File: src/rtl/mips_pkg.sv
// Shared register-file write types and widths for the writeback/regfile boundary.
package mips_pkg;

  localparam int REG_ADDR_W = 5;
  localparam int DATA_W     = 32;
  localparam int NUM_REGS   = 32;

  typedef struct packed {
    logic [REG_ADDR_W-1:0] addr;
    logic [DATA_W-1:0]     data;
  } rf_wr_req_t;

  typedef enum logic {LAST0, LAST1} rr_state_e;

endpackage

File: src/rtl/rf_wr_fifo.sv
// DEPTH-entry synchronous FIFO of register-file write requests.
// Head entry is visible combinationally so the arbiter can pop it the cycle after the push.
module rf_wr_fifo
  import mips_pkg::*;
#(
  parameter int DEPTH = 4
) (
  input  logic       clk,
  input  logic       reset,
  input  logic       push,
  input  rf_wr_req_t din,
  output logic       full,
  input  logic       pop,
  output rf_wr_req_t dout,
  output logic       empty
);

  localparam int AW = $clog2(DEPTH);
  localparam logic [AW:0] PTR_ONE = (AW + 1)'(1);

  // One extra wrap bit distinguishes full from empty when the indices match.
  logic [AW:0] wr_ptr_reg;
  logic [AW:0] rd_ptr_reg;
  rf_wr_req_t  mem_reg [DEPTH];
  logic        push_ok;
  logic        pop_ok;

  assign full    = (wr_ptr_reg[AW-1:0] == rd_ptr_reg[AW-1:0]) && (wr_ptr_reg[AW] != rd_ptr_reg[AW]);
  assign empty   = (wr_ptr_reg == rd_ptr_reg);
  assign push_ok = push && !full;
  assign pop_ok  = pop && !empty;
  assign dout    = mem_reg[rd_ptr_reg[AW-1:0]];

  always_ff @(posedge clk) begin
    if (reset) begin
      wr_ptr_reg <= '0;
      rd_ptr_reg <= '0;
    end else begin
      if (push_ok) wr_ptr_reg <= wr_ptr_reg + PTR_ONE;
      if (pop_ok)  rd_ptr_reg <= rd_ptr_reg + PTR_ONE;
    end
  end

  always_ff @(posedge clk) begin
    if (push_ok) mem_reg[wr_ptr_reg[AW-1:0]] <= din;
  end

endmodule

File: src/rtl/rf_write_scheduler.sv
// Round-robin scheduler of two writeback sources onto the single register-file write port.
// Optional pending-write scoreboard on busy is enabled by defining RF_WR_SCOREBOARD_EN.
module rf_write_scheduler
  import mips_pkg::*;
#(
  parameter int DEPTH = 4
) (
  input  logic                  clk,
  input  logic                  reset,
  input  logic                  req0_valid,
  output logic                  req0_ready,
  input  logic [REG_ADDR_W-1:0] req0_addr,
  input  logic [DATA_W-1:0]     req0_data,
  input  logic                  req1_valid,
  output logic                  req1_ready,
  input  logic [REG_ADDR_W-1:0] req1_addr,
  input  logic [DATA_W-1:0]     req1_data,
  input  logic                  rsv_valid,
  input  logic [REG_ADDR_W-1:0] rsv_addr,
  output logic                  regWrite,
  output logic [REG_ADDR_W-1:0] wrReg,
  output logic [DATA_W-1:0]     wrData,
  output logic [NUM_REGS-1:0]   busy
);

  logic       src_valid [2];
  rf_wr_req_t src_req   [2];
  rf_wr_req_t src_dout  [2];
  logic       src_full  [2];
  logic       src_empty [2];
  logic       pop       [2];
  rf_wr_req_t sel_entry;
  logic       any_pop;

  rr_state_e             rr_state_reg;
  logic                  reg_write_reg;
  logic [REG_ADDR_W-1:0] wr_reg_reg;
  logic [DATA_W-1:0]     wr_data_reg;

  assign src_valid[0] = req0_valid;
  assign src_valid[1] = req1_valid;
  assign src_req[0]   = '{addr: req0_addr, data: req0_data};
  assign src_req[1]   = '{addr: req1_addr, data: req1_data};

  genvar gi;
  generate
    for (gi = 0; gi < 2; gi++) begin : g_src
      rf_wr_fifo #(.DEPTH(DEPTH)) u_fifo (
        .clk   (clk),
        .reset (reset),
        .push  (src_valid[gi]),
        .din   (src_req[gi]),
        .full  (src_full[gi]),
        .pop   (pop[gi]),
        .dout  (src_dout[gi]),
        .empty (src_empty[gi])
      );
    end
  endgenerate

  assign req0_ready = !src_full[0];
  assign req1_ready = !src_full[1];

  // On a tie, serve the source that was not served last.
  always_comb begin
    pop[0] = 1'b0;
    pop[1] = 1'b0;
    if (!src_empty[0] && (src_empty[1] || rr_state_reg == LAST1)) begin
      pop[0] = 1'b1;
    end else if (!src_empty[1]) begin
      pop[1] = 1'b1;
    end
  end

  assign any_pop   = pop[0] || pop[1];
  assign sel_entry = pop[1] ? src_dout[1] : src_dout[0];

  always_ff @(posedge clk) begin
    if (reset) begin
      rr_state_reg  <= LAST0;
      reg_write_reg <= 1'b0;
      wr_reg_reg    <= '0;
      wr_data_reg   <= '0;
    end else begin
      if (pop[0]) begin
        rr_state_reg <= LAST0;
      end else if (pop[1]) begin
        rr_state_reg <= LAST1;
      end
      // Writes to r0 are drained but never reach the register file.
      reg_write_reg <= any_pop && (sel_entry.addr != '0);
      if (any_pop) begin
        wr_reg_reg  <= sel_entry.addr;
        wr_data_reg <= sel_entry.data;
      end
    end
  end

  assign regWrite = reg_write_reg;
  assign wrReg    = wr_reg_reg;
  assign wrData   = wr_data_reg;

`ifdef RF_WR_SCOREBOARD_EN
  logic [NUM_REGS-1:0] busy_reg;
  logic [NUM_REGS-1:0] busy_next;

  // Clear is applied first so a same-cycle reservation of that register wins.
  always_comb begin
    busy_next = busy_reg;
    if (reg_write_reg) busy_next[wr_reg_reg] = 1'b0;
    if (rsv_valid && rsv_addr != '0) busy_next[rsv_addr] = 1'b1;
    busy_next[0] = 1'b0;
  end

  always_ff @(posedge clk) begin
    if (reset) begin
      busy_reg <= '0;
    end else begin
      busy_reg <= busy_next;
    end
  end

  assign busy = busy_reg;
`else
  logic unused_rsv;
  assign unused_rsv = ^{rsv_valid, rsv_addr};
  assign busy       = '0;
`endif

endmodule

File: config.mk
export PLATFORM = sky130hd
export DESIGN_NAME = rf_write_scheduler
export DESIGN_NICKNAME = d
export VERILOG_FILES = /design/src/rtl/mips_pkg.sv /design/src/rtl/rf_wr_fifo.sv /design/src/rtl/rf_write_scheduler.sv
export SDC_FILE = /design/constraint.sdc
export NUM_CORES = 1
export LEC_CHECK = 0
export CELL_PAD_IN_SITES_DETAIL_PLACEMENT = 1
export CELL_PAD_IN_SITES_GLOBAL_PLACEMENT = 2
export CORE_ASPECT_RATIO = 1.25
export CORE_MARGIN = 5
export CORE_UTILIZATION = 37
export DETAILED_ROUTE_END_ITERATION = 8
export GPL_TIMING_DRIVEN = 1
export PLACE_DENSITY_LB_ADDON = 0.1
export SETUP_SLACK_MARGIN = 0.5
export SKIP_CTS_REPAIR_TIMING = 1
export SLEW_MARGIN = 10
export SYNTH_ARGS = -nofsm -noshare
export SYNTH_HDL_FRONTEND = slang
export SYNTH_HIERARCHICAL = 1
export SYNTH_SLANG_ARGS = --single-unit
File: constraint.sdc
create_clock -name clk -period 3.4 [get_ports clk]
set_clock_uncertainty 0.15 [all_clocks]
set_input_delay 0.68 -clock clk [delete_from_list [all_inputs] [get_ports clk]]
set_output_delay 0.68 -clock clk [all_outputs]
set_load 0.005 [all_outputs]
* Word-level counts from Yosys, hierarchy flattened *
Memory sizes are Yosys's and may differ from the RTL's. A register that Yosys moved wholly into a read port is not among the register bits.
Cells that the tools add are included.

word-level totals
  register bits after elaboration = 51
  RAM bits = 296
  input port bits = 84
  output and inout bits = 72
  word-level logic and storage cells = 48
  memories kept = 2

memories
  name                     words  width  rd ports  clocked after memory_dff  write ports  RTL line          RTL
  g_src[0].u_fifo.mem_reg  4      37     1         1                         1            rf_wr_fifo.sv:24  rf_wr_req_t mem_reg [DEPTH];
  g_src[1].u_fifo.mem_reg  4      37     1         1                         1            rf_wr_fifo.sv:24

operators by class
  add/sub/neg operators = 4
  equality and inequality tests = 6
  multiplexer cells = 12
  reduce and logical (&&, ||, !) cells = 16

operators by type and width
  cell                   number
  $mux W37               1
  $add A3 B1 Y3 const B  4
  $logic_and A1 B1 Y1    8
  $mux W2                4
  $mux W1                7
  $eq A3 B3 Y1           2
  $reduce_bool A5 Y1     1
  $eq A2 B2 Y1           2
  $logic_not A1 Y1       4
  $logic_or A1 B1 Y1     2
  $ne A1 B1 Y1           2
  $reduce_or A2 Y1       1

* Depth between registers and ports, before layout *
Gate-level depths: netlist (run 1).

  depth after elaboration = 7
  gate-level depth with buffers = 12
  depth with buffers taken out = 8

* By module *
Netlist (run 1), hierarchy kept.

modules (own cells, without submodules)
  module              instances  cells each  area an instance (µm²)  seq. area each (µm²)
  rf_wr_fifo          2          261         5905.7                  4604.4
  rf_write_scheduler  1          212         1919.3                  780.7

* Worst setup path before layout (run 1) *
OpenSTA, ideal clock, no wires.

  kind = register to register
  start = register g_src[0].u_fifo.rd_ptr_reg[1]
  end = memory g_src[0].u_fifo/mem_reg[3][0] in the netlist's numbering, enable pin
  library setup time = 454 ps
  data arrival time = 2740 ps
  required time = 2796 ps
  path slack = 57 ps
  cell stages (with the launch flop) = 4
  buffers on the path = 1
  clock period less this slack = 3343 ps
  cells stage by stage = dfxtp_1 -> clkbuf_4 -> xnor2_1 -> a31oi_1

between the ends
  cells in the longest elaborated chain, start to end = 6

ends and longest elaborated chain
  element                        RTL line          RTL
  start, declared                rf_wr_fifo.sv:23  logic [AW:0] rd_ptr_reg;
  start signal, assigned         rf_wr_fifo.sv:40  if (pop_ok) rd_ptr_reg <= rd_ptr_reg + PTR_ONE;
  $eq A2 B2 Y1                   rf_wr_fifo.sv:28  assign full = (wr_ptr_reg[AW-1:0] == rd_ptr_reg[AW-1:0]) && (wr_ptr_reg[AW] != rd_ptr_reg[AW]);
  $logic_and A1 B1 Y1            rf_wr_fifo.sv:28
  $logic_not A1 Y1               rf_wr_fifo.sv:30  assign push_ok = push && !full;
  $logic_and A1 B1 Y1            rf_wr_fifo.sv:30
  $mux W1                        rf_wr_fifo.sv:45  if (push_ok) mem_reg[wr_ptr_reg[AW-1:0]] <= din;
  $mux W1 (implied by the code)  rf_wr_fifo.sv:45
  end, declared                  rf_wr_fifo.sv:24

Every way passes these cells.

==> results.py, run 1 <==
metrics = {
    "status": {
        "status": "completed",
    },
    "placed_design": {
        "hpwl_mm": 20.66,
        "dp_cells": 1330,
        "place_area_sq_um": 15520,
        "portBuffers": 117,
        "routabilityCongestion": 0.7358,
        "place_ws_ps": 188.8,
    },
    "synthesis": {
        "synthCells": 734,
        "netlist_area_sq_um": 13730,
        "synth_top_cell_area_share_pct": 64.73,
        "ys_seq_elements": 351,
        "yosysUniqueCellTypes": 43,
        "yosys-top-cells-area": "edfxtp_1, mux4_2, dfxtp_1",
        "synth.largest_area_cell": "edfxtp_1",
        "ys_warn_count": 6,
        "ys_seq_area_share_pct": 72.75,
        "synth_ff_type": "edfxtp_1",
        "synth-edff-count": 296,
        "avgSynthCellArea_sq_um": 18.71,
        "synthArstFlopShare_pct": 0,
    },
    "sta": {
        "setup_slack_ps": 609.4,
        "relSlewSlack_pct": 56.53,
        "rsz0062_at_grt": "no",
        "tightest_slew_ps": 649.8,
        "holdWs_ps": 302.4,
        "fmax_mhz": 358.3,
        "final-setup-viol-count": 0,
        "fin_crit_ps": 2791,
        "finalHoldViolCount": 0,
        "maxSlewViolCount": 0,
        "fin_crit_sh_pct": 82.08,
        "final.setup.tns_ps": 0,
    },
    "setup_path": {
        "crit_type": "reg2out",
        "cp.required_ps": 2570,
        "critPathLaunchType": "flip-flop",
        "crit_fanout": 7,
        "ff2ff_setup_slack_ps": 820,
        "arrival_ps": 1960,
        "crit_path_end_kind": "output port",
    },
    "clock_tree": {
        "root_buffer": "clkbuf_16",
        "insertion_delay_ps": 520,
        "clkTransAtPathRegs_ps": 60,
        "clockBufferDepth": 3,
        "cts_made_buffers": 37,
        "cts_sinks": 351,
        "htreeDepth": 2,
        "cts_tree": "done",
    },
    "floorplan": {
        "num_io_pins": 156,
        "start_util_pct": 37.14,
        "fp.dieW_microns": 182.3,
        "dieArea_sq_um": 41090,
        "die_h_microns": 225.4,
        "core_area_sq_um": 36970,
        "fp-row-count": 79,
    },
    "power_and_ir_drop": {
        "combPwrFrac_pct": 28.4,
        "cellInternalPower_mw": 9.729,
        "power.density_nw_per_um2": 817.5,
        "vdd.ir_drop.worst_v": 0.0004026,
        "swShare_pct": 29.49,
        "p_sw_mw": 4.069,
        "power.total_mw": 13.80,
        "p_clk_share_pct": 29.0,
        "seqPwrFrac_pct": 42.6,
        "leakage_nw": 5.528,
    },
    "layout": {
        "final_core_util_pct": 45.66,
        "largest_reg_flops": 296,
        "fillers": 3543,
        "multi_input_area_sq_um": 3443,
        "layout.nets": 985,
        "drive_above_1_share_pct": 21.20,
        "syn_to_final_growth_pct": 22.93,
        "final_cells": 1408,
        "design_area_sq_um": 16880,
        "ff_latch_area_sq_um": 10010,
    },
    "global_routing": {
        "antenna_found_initial": 2,
        "grt_first_pass_wirelength_mm": 49.49,
        "groute.usage.overall_pct": 16.10,
        "grt_pass1_vias": 7989,
        "grt_max_degree": 38,
        "grt_overflow_total": 0,
    },
    "route": {
        "final_antenna_net_count": 0,
        "route.detailed.vias_per_inst": 5.072,
        "drcViolationCount": 0,
        "wl_mm": 33.33,
        "via_count": 7142,
        "first_pass_iters": 4,
        "wire_per_inst_microns": 23.67,
        "drt-initial-drc-count": 362,
    },
    "min_path": {
        "min_path_type": "reg2reg",
    },
    "run": {
        "maxCapViolations": 0,
    },
}
==> power groups by stage <==
stage | Combinational (mW) | Sequential, mW | Clock (mW)
after floorplan | 2.54 | 5.74 | 0
after global placement | 3.78 | 5.91 | 0
after detailed placement | 3.87 | 5.96 | 0
after CTS | 3.90 | 5.87 | 4.12
after global routing | 4.25 | 5.96 | 4.31
final | 3.92 | 5.88 | 4.00
==> Yosys cell counts, types with 2 or more instances <==
library cell / n
and2_1: 6
ha_1: 10
or3_1: 2
buf_4: 38
inv_1: 11
a41oi_1: 4
clkbuf_1: 7
nand2_1: 48
xnor2_1: 6
mux2i_1: 36
o211ai_1: 10
nand4_1: 4
edfxtp_1: 296
nor3b_1: 8
o21ai_1: 8
a21oi_1: 7
nand3_1: 6
clkbuf_8: 2
dfxtp_1: 55
or4_1: 3
buf_2: 8
a211o_2: 2
xor2_1: 6
and3_1: 2
a211o_1: 2
nor2_1: 7
o21ai_0: 37
buf_12: 2
mux4_2: 74
buf_6: 5
clkbuf_4: 2
nand3b_1: 2
a31oi_1: 8
==> layout make-up <==
cell class,instances,area share (%)
flip-flops and latches,351,59.30
multi-input cells,337,20.40
repair buffers,153,9.281
clock buffers,58,6.382
well taps,486,3.603
clock inverters,10,0.7561
inverters,11,0.2446
diodes,2,0.02965
==> cell usage in the layout, fill, tap and decap left out, types with 3 or more instances in the layout <==
cell	n
o21ai_0	37
clkdlybuf4s50_1	117
nand3_1	6
xor2_1	6
a21oi_1	7
buf_4	26
mux2i_1	36
bufinv_16	3
nor2_1	7
conb_1	32
edfxtp_1	296
nand4_1	4
ha_1	10
xnor2_2	3
dfxtp_1	43
a41oi_1	4
clkbuf_1	16
clkbuf_8	3
and2_2	6
clkbuf_16	39
nand2_1	47
dfxtp_2	10
inv_1	11
mux4_2	74
xnor2_4	3
nor3b_1	8
o211ai_1	10
clkinv_2	5
or4_1	3
o21ai_1	8
a31oi_1	6
buf_12	10
==> worst max-delay path, stage by stage (launching register included) <==
cell and delay (ps):
dfxtp_2 390, xnor2_4 270, nand2_2 140, nor2_1 140
inv_1 50, clkdlybuf4s50_1 440
==> layer usage <==
layer | track usage (%) | wire length, microns | vias to the layer above
met5 | 0 | 0 | -
met2 | 29.48 | 17950 | 153
met4 | 4.214 | 528 | 0
li1 | - | - | 3163
met3 | 3.035 | 1442 | 41
met1 | 19.57 | 13410 | 3785
==> path summary, 6_finish.rpt <==
kind / depth (start not counted) / to / startpoint
min reg2reg: 2 / wrReg[2] / wrReg[2]
max: 5 / req1_ready / g_src[1].u_fifo/wr_ptr_reg[0]
min: 2 / wrReg[2] / wrReg[2]
max reg2reg: 8 / wrData[9] / g_src[0].u_fifo/wr_ptr_reg[0]
==> kinds of logic (layout without fill, tap and decap cells) <==
group	count (synthesis)	after routing	share of synthesized area [%]
xor+xnor	12	12	0.7654
buf+inv	77	232	3.937
fa+ha+maj	10	10	0.9112
compound gates	80	80	3.472
other cells	1	34	0.02731
simple gates	93	93	3.372
flops	351	351	72.75
mux	110	110	14.76
No activity file was read; power rests on OpenSTA's default activity.
==> run 2, diff against run 1 <==
==> constraint.sdc (replaced) <==
create_clock -name clk -period 2.4 [get_ports clk]
set_clock_uncertainty 0.15 [all_clocks]
set_input_delay 0.48 -clock clk [delete_from_list [all_inputs] [get_ports clk]]
set_output_delay 0.48 -clock clk [all_outputs]
set_load 0.005 [all_outputs]
==> results.py, run 2 (synthesis gave the netlist of run 1 again) <==
metrics = {
    "power_and_ir_drop": {
        "p_clk_share_pct": 25.6,
        "leakage_nw": 5.986,
        "vdd.ir_drop.worst_v": 0.0006953,
        "combPwrFrac_pct": 36.4,
        "power.density_nw_per_um2": 1200,
        "swShare_pct": 30.24,
        "power.total_mw": 21.45,
        "cellInternalPower_mw": 14.96,
        "seqPwrFrac_pct": 38.1,
        "p_sw_mw": 6.487,
    },
    "clock_tree": {
        "htreeDepth": 2,
        "root_buffer": "clkbuf_16",
        "insertion_delay_ps": 530,
        "cts_tree": "done",
        "clkTransAtPathRegs_ps": 60,
        "clockBufferDepth": 3,
        "cts_sinks": 351,
        "cts_made_buffers": 38,
    },
    "setup_path": {
        "arrival_ps": 2420,
        "crit_type": "reg2reg",
        "crit_fanout": 6,
        "r2r-start": "g_src[0].u_fifo/rd_ptr_reg[1]",
        "cp.required_ps": 2660,
        "crit_path_end_kind": "flip-flop",
        "critPathLaunchType": "flip-flop",
        "cp-startpoint": "g_src[0].u_fifo/rd_ptr_reg[1]",
    },
    "sta": {
        "fin_crit_sh_pct": 89.78,
        "tightest_slew_ps": 559.8,
        "relSlewSlack_pct": 62.55,
        "setup_slack_ps": 245.3,
        "rsz0062_at_grt": "yes",
        "fmax_mhz": 464.1,
        "maxSlewViolCount": 0,
        "finalHoldViolCount": 0,
        "fin_crit_ps": 2155,
        "final-setup-viol-count": 0,
    },
    "floorplan": {
        "dieArea_sq_um": 41090,
        "start_util_pct": 37.14,
        "fp-row-count": 79,
        "core_area_sq_um": 36970,
        "num_io_pins": 156,
        "die_h_microns": 225.4,
        "fp.dieW_microns": 182.3,
    },
    "layout": {
        "final_cells": 1463,
        "multi_input_area_sq_um": 3732,
        "syn_to_final_growth_pct": 30.16,
        "drive_above_1_share_pct": 29.92,
        "layout_commonest_cell": "edfxtp_1",
        "largest_reg_flops": 296,
        "ff_latch_area_sq_um": 10030,
        "fillers": 3474,
        "final_cell_mix": "edfxtp_1, clkdlybuf4s50_1, mux4_2",
        "layout.nets": 1041,
    },
    "min_path": {
        "min_path_type": "reg2reg",
        "hp-start": "wrData[27]",
    },
    "global_routing": {
        "grt_max_degree": 38,
        "grt_overflow_total": 0,
        "groute.usage.overall_pct": 15.79,
        "antenna_found_initial": 4,
        "grt_pass1_vias": 7901,
        "grt_first_pass_wirelength_mm": 48.87,
    },
    "route": {
        "dr_wl_met2_mm": 17.59,
        "via_count": 7355,
        "route.detailed.vias_per_inst": 5.027,
        "wl_mm": 34.01,
        "first_pass_iters": 5,
        "wl_met1_mm": 13.94,
        "met3_wirelength_mm": 1.760,
        "final_antenna_net_count": 0,
        "highest-signal-layer": "met5",
        "drcViolationCount": 0,
        "drt-initial-drc-count": 380,
        "wire_per_inst_microns": 23.25,
    },
    "placed_design": {
        "place_ws_ps": 125.8,
        "routabilityCongestion": 0.7618,
        "portBuffers": 117,
        "hpwl_mm": 21.32,
        "dp_cells": 1352,
    },
    "status": {
        "status": "completed",
    },
    "run": {
        "maxCapViolations": 0,
    },
}
==> run 2: cell types whose count changed in the layout (fill, tap and decap cells not counted), sizes merged <==
| cell | previous run | this run |
|---|---|---|
| buf | 36 | 82 |
| and2 | 7 | 8 |
| clkinvlp | 0 | 1 |
| clkinv | 6 | 13 |
| inv | 12 | 14 |
| clkdlybuf4s50 | 117 | 111 |
| dlymetal6s2s | 0 | 6 |
| bufinv | 3 | 1 |
| diode | 2 | 1 |
| clkbuf | 58 | 59 |
==> run 2: path summary, 6_finish.rpt <==
path / to / slack, ps / cells after the start
setup / recovery: wrData[21] / 250 / 10
hold / removal: wrData[27] / 300 / 2
setup reg to reg: wrData[21] / 250 / 10
hold reg to reg: wrData[27] / 300 / 2
==> run 2: layout make-up <==
| type | count | area share (%) |
|---|---|---|
| antenna | 1 | 0.01400 |
| inverter | 11 | 0.2310 |
| multi-input combinational | 338 | 20.88 |
| sequential | 351 | 56.11 |
| clock buffer | 51 | 5.769 |
| timing repair buffer | 207 | 12.83 |
| tap | 486 | 3.402 |
| clock inverter | 18 | 0.7631 |
==> run 2: worst max-delay path: stages (launching register included) <==
cell      delay [ps]
dfxtp_4          380
xnor2_4          170
nand2_4           80
buf_6            130
nor2_4           110
nand2b_4         140
and2_4           280
buf_12           160
buf_12           120
mux2i_2          220
o21ai_1           80
==> run 2: power by group through the flow <==
stage                     Clock (mW)  Combinational [mW]  Sequential (mW)
after floorplan                    0                3.85             8.14
after global placement             0                6.10             8.25
after detailed placement           0                6.17             8.31
after CTS                       5.66                6.19             8.19
after global routing            5.92                8.33             8.26
final                           5.48                7.80             8.17
==> run 2: metrics by stage <==
stage                     area, sq um  setup TNS [ps]  util, %  hold slack (ps)
final                           17870               0    48.35            297.5
after global routing            17870               0    48.35            309.8
after CTS                       17120          -477.9    46.32            301.2
after detailed placement        15960               0    43.16            293.1
after global placement          15960               0    43.16            287.9
after floorplan                 14060               0        -            294.8
==> run 2: metal layers <==
layer | global-route usage, % | up-vias
met1 | 19.90 | 3839
met3 | 3.600 | 49
li1 | - | 3288
met2 | 27.68 | 173
met4 | 4.069 | 6
met5 | 0 | -
